[src/rtl/uart_rx_frame_fifo.sv]
// UART receive frame checker feeding a first-word-fall-through byte FIFO.
// Flags framing errors and overflow, with a saturating error counter.
module uart_rx_frame_fifo #(
  parameter int TAM_DATA   = 11,
  parameter int FIFO_DEPTH = 8,
  parameter int ADDR_W     = 3,
  parameter int ERR_W      = 8
) (
  input  logic                clk,
  input  logic                reset,
  input  logic                rx_busy,
  input  logic [TAM_DATA-1:0] rx_frame,
  input  logic                clr_status,
  output logic [7:0]          byte_data,
  output logic                byte_valid,
  input  logic                byte_ready,
  output logic                frame_err,
  output logic [ERR_W-1:0]    err_count,
  output logic                overflow,
  output logic [ADDR_W:0]     fifo_level
);

  typedef enum logic [1:0] {
    S_SYNC,
    S_IDLE,
    S_RECV,
    S_CHECK
  } state_t;

  localparam logic [ADDR_W:0] FULL_LVL = (ADDR_W+1)'(FIFO_DEPTH);

  state_t              state_q, state_d;
  logic [TAM_DATA-1:0] frame_q, frame_d;

  logic [7:0]        mem_q [FIFO_DEPTH];
  logic [ADDR_W-1:0] wr_q, rd_q;
  logic [ADDR_W:0]   lvl_q;
  logic [ERR_W-1:0]  err_q;
  logic              ovf_q;

  logic good, check, full, push, pop, drop, bad;

  // FSM state and captured frame register
  always_ff @(posedge clk) begin
    if (reset) begin
      state_q <= S_SYNC;
      frame_q <= '0;
    end else begin
      state_q <= state_d;
      frame_q <= frame_d;
    end
  end

  // Next-state: track one frame from busy rise to busy fall
  always_comb begin
    state_d = state_q;
    frame_d = frame_q;
    unique case (state_q)
      S_SYNC:  if (!rx_busy) state_d = S_IDLE;
      S_IDLE:  if (rx_busy) state_d = S_RECV;
      S_RECV: begin
        if (!rx_busy) begin
          state_d = S_CHECK;
          frame_d = rx_frame;
        end
      end
      S_CHECK: state_d = S_IDLE;
      default: state_d = S_SYNC;
    endcase
  end

  // Frame check and FIFO push/pop qualification
  always_comb begin
    check = (state_q == S_CHECK);
    good  = !frame_q[0] && (frame_q[10:9] == 2'b11);
    full  = (lvl_q == FULL_LVL);
    pop   = byte_valid && byte_ready;
    push  = check && good && (!full || pop);
    drop  = check && good && full && !pop;
    bad   = check && !good;
  end

  // FIFO storage, pointers, level and status registers
  always_ff @(posedge clk) begin
    if (reset) begin
      for (int i = 0; i < FIFO_DEPTH; i++) mem_q[i] <= '0;
      wr_q  <= '0;
      rd_q  <= '0;
      lvl_q <= '0;
      err_q <= '0;
      ovf_q <= 1'b0;
    end else begin
      if (push) begin
        mem_q[wr_q] <= frame_q[8:1];
        wr_q        <= wr_q + ADDR_W'(1);
      end
      if (pop) rd_q <= rd_q + ADDR_W'(1);
      if (push && !pop) lvl_q <= lvl_q + (ADDR_W+1)'(1);
      else if (pop && !push) lvl_q <= lvl_q - (ADDR_W+1)'(1);
      if (clr_status) begin
        ovf_q <= 1'b0;
        err_q <= '0;
      end else begin
        if (drop) ovf_q <= 1'b1;
        if (bad && (err_q != '1)) err_q <= err_q + ERR_W'(1);
      end
    end
  end

  // Output mapping
  always_comb begin
    byte_valid = (lvl_q != '0);
    byte_data  = mem_q[rd_q];
    frame_err  = bad;
    err_count  = err_q;
    overflow   = ovf_q;
    fifo_level = lvl_q;
  end

endmodule

[config.mk]
export PLATFORM = sky130hd
export DESIGN_NAME = uart_rx_frame_fifo
export DESIGN_NICKNAME = d
export VERILOG_FILES = /design/src/rtl/uart_rx_frame_fifo.sv
export SDC_FILE = /design/constraint.sdc
export NUM_CORES = 1
export LEC_CHECK = 0
export ABC_AREA = 1
export CAP_MARGIN = 25
export CORE_ASPECT_RATIO = 1.5
export CORE_MARGIN = 8
export CORE_UTILIZATION = 45
export DETAILED_ROUTE_END_ITERATION = 8
export PLACE_DENSITY = 0.77
export SETUP_SLACK_MARGIN = 0.1
export SYNTH_ARGS = -nofsm -noshare
export SYNTH_HDL_FRONTEND = slang
export SYNTH_SLANG_ARGS = --single-unit
[constraint.sdc]
create_clock -name clk -period 2.07 [get_ports clk]
set_input_delay 0.3105 -clock clk [delete_from_list [all_inputs] [get_ports clk]]
set_output_delay 0.3105 -clock clk [all_outputs]
set_load 0.02 [all_outputs]
==> results of run 1 <==
power by group:
part / internal (W) / switching [W]
sequential: 0.00226 / 0.000141
combinational: 0.000822 / 0.00113
clock: 0.000839 / 0.000755
total: 0.00392 / 0.00202
placed cells by master (no fill, tap or decap), drive strengths merged:
cell,count
buf,38
nand3,24
inv,37
o21ai,52
dlygate4sd2,1
nand2,71
nor3,1
nand4,2
clkbuf,10
nor2,135
clkinv,11
ha,10
or2,1
bufbuf,1
o22ai,16
and3,1
clkdlybuf4s50,29
o21bai,1
xor2,5
a21oi,22
a31oi,1
dfxtp,35
edfxtp,64
fa,1
metal layers:
metal  up-vias  wire (µm)  global-route usage, %
li1       1796          -                      -
met1      1747       4060                   15.7
met2       110       6100                   30.9
met3        25        494                   3.20
met4         0        288                   8.29
met5         -          0                      0
state kept, by name (all words and copies together) (netlist names), named ones only:
signal and flops:
fifo_level 4, state_q 2, rd_q 3, err_count 8, wr_q 3, frame_q 11, overflow 1, mem_q 64
kinds of logic after synthesis:
family,Yosys count,synth area share [%]
buffers and inverters,57,5.15
xor gates and xnor gates,5,0.954
and+or+nand+nor,235,23.1
adders and majority gates,11,3.16
DFF,99,57.1
AOI/OAI and AO/OA,92,10.5
layout make-up:
type                            count  area share (%)
Multi-Input combinational cell    343            31.6
Sequential cell                    99            46.6
Timing Repair Buffer               69            11.5
Inverter                           42            2.86
Clock buffer                       10            4.03
Tap cell                          117            2.57
Clock inverter                      6           0.968
worst min-delay path: stages, from the launching register on:
cell     delay [ns]
dfxtp_1        0.31
inv_1          0.05
a21oi_1        0.05
worst min path at each step:
| stage | from | to | slack, ns | depth (start not counted) |
|---|---|---|---|---|
| final | overflow | overflow | 0.46 | 2 |
| after global routing | overflow | overflow | 0.48 | 2 |
| after CTS | overflow | overflow | 0.46 | 2 |
| after detailed placement | overflow | overflow | 0.44 | 2 |
| after global placement | overflow | overflow | 0.45 | 2 |
| after floorplan | rx_frame[10] | frame_q[10] | 0.45 | 2 |
repair_timing:
item	CTS	global route
setup buffers	0	1
pin swaps	2	5
endpoints found under the setup margin	9	26
cloned	1	0
resized for setup	41	18
endpoints found under the hold margin	0	0
per-stage QoR:
stage	instance area, µm²	setup TNS, ns	cells
after global routing	5690	0	686
final	5690	0	686
after CTS	5660	0	685
after floorplan	4650	0	499
after global placement	5360	-0.306	668
after detailed placement	5360	-1.21	668
==> reports/qor.yml, run 1 <==
status:
  outcome: "completed"
synthesis:
  seq_area_frac_synth_pct: 57.1
  synth-edff-count: 64
  synth_area_um2: 4590
  ys_ff_latch: 99
  syn_nets: 526
  async_flop_share_pct: 0
  syn_avg_cell_area_um2: 9.20
  synth_ff_type: "edfxtp_1"
  yosysTopAreaCell: "edfxtp_1"
  ys.warnings.count: 0
  syn_inst: 499
  synth_common_cells: "130 x nor2_1, 67 x nand2_1, 64 x edfxtp_1"
  yosysUniqueCellTypes: 31
  netlist.area_leader.share_pct: 41.9
  synthTopCellsByArea: "edfxtp_1 42%, dfxtp_1 15%, nor2_1 11%, o21ai_0 5.6%, nand2_1 5.5%"
  synth.most_common_cell: "nor2_1"
global_routing:
  grt_pass1_wl_mm: 17.5
  track_usage_pct: 16.1
  antenna_found_initial: 0
  grt_pass1_vias: 3670
  grt_max_degree: 22
  overflow: 0
routing:
  dr.pass1.iters: 4
  num_vias: 3678
  vias_per_cell: 5.36
  avgRoutedWirePerCell_um: 16.0
  drc: 0
  postRouteAntennaNets: 0
  routed_wl_mm: 10.9
  dr.first_iter.drc_count: 259
floorplan:
  ioPinCount: 39
  rows: 45
  coreArea_um2: 10000
  dieHeight_um: 140
  die_x_um: 98.5
  dieArea_um2: 13800
  start_util_pct: 45.8
clocking:
  ctsRootBufferMaster: "clkbuf_16"
  cts_tree: "built"
  clk_pin_slew_ns: 0.07
  cts_buffers: 9
  clock_latency_ns: 0.35
  htreeDepth: 3
  clk_path_buf_depth: 2
  ctsHoldBuffers: 0
  clock_sinks: 99
sta:
  layout_min_cycle_time_ns: 1.95
  max-slew-margin-rel_pct: 67.5
  max_slew.worst_pin.slew_ns: 0.487
  fin_skew_ns: 0.00777
  timing.final.ws_setup_ns: 0.124
  finalHoldViolCount: 0
  setup_viol: 0
  timing.hold.ws_ns: 0.458
  grt_setup_unrepaired: "true"
  min_period_over_period_pct: 94.0
  max_freq_ghz: 0.514
  drv_slew: 0
critical_path:
  start_kind: "flop"
  rr_worst_depth: 14
  path_max_fanout: 16
  cp_slowest_cell: "dfxtp_4"
  end_kind: "primary output"
  path_class: "reg -> out"
  crit_chain: "inv_2 > bufbuf_16 > o21ai_0 > o22ai_1 > nand2_1 > nand2_1 > buf_4"
  r2r_end: "fifo_level[3]"
  cp.depth: 7
  reg2reg_slack_ns: 0.22
  rr_startpoint: "state_q[1]"
  crit_path_max_incr_delay_ns: 0.37
  endpoint: "byte_data[1]"
  critPathRequiredTime_ns: 1.76
  critical-path-top-delay-family: "buffers and inverters"
  cp_common_cell: "nand2_1"
  worstPathArrival_ns: 1.64
  cp.buffers_inverters: 3
cells_and_area:
  multiInputGateArea_um2: 1790
  final_net_count: 591
  final_util_pct: 56.7
  fillCellCount: 856
  register_area_um2: 2650
  drive_gt1_share_pct: 16.5
  antenna_cells: 0
  area_growth_pct: 23.9
pwr:
  p_total_w: 0.00594
  total_leakage_power_nw: 2.14
  vdd_drop_max_mv: 0.719
  power.density_nw_per_um2: 1050
place:
  pre_cts_ws_ns: -0.156
  dpl.hpwl_mm: 7.83
  gp_congestion: 0.879
  numPortBuffers: 38
job:
  drv_cap: 0
worst_hold_path:
  hp-class: "reg -> reg"
No activity file was read; power rests on OpenSTA's default activity.
==> run 2: changes to the inputs <==
Settings changed: SLEW_MARGIN from default to 10.
==> results of run 2 <==
Final layout, timing and power as in run 1 (identical DEF).
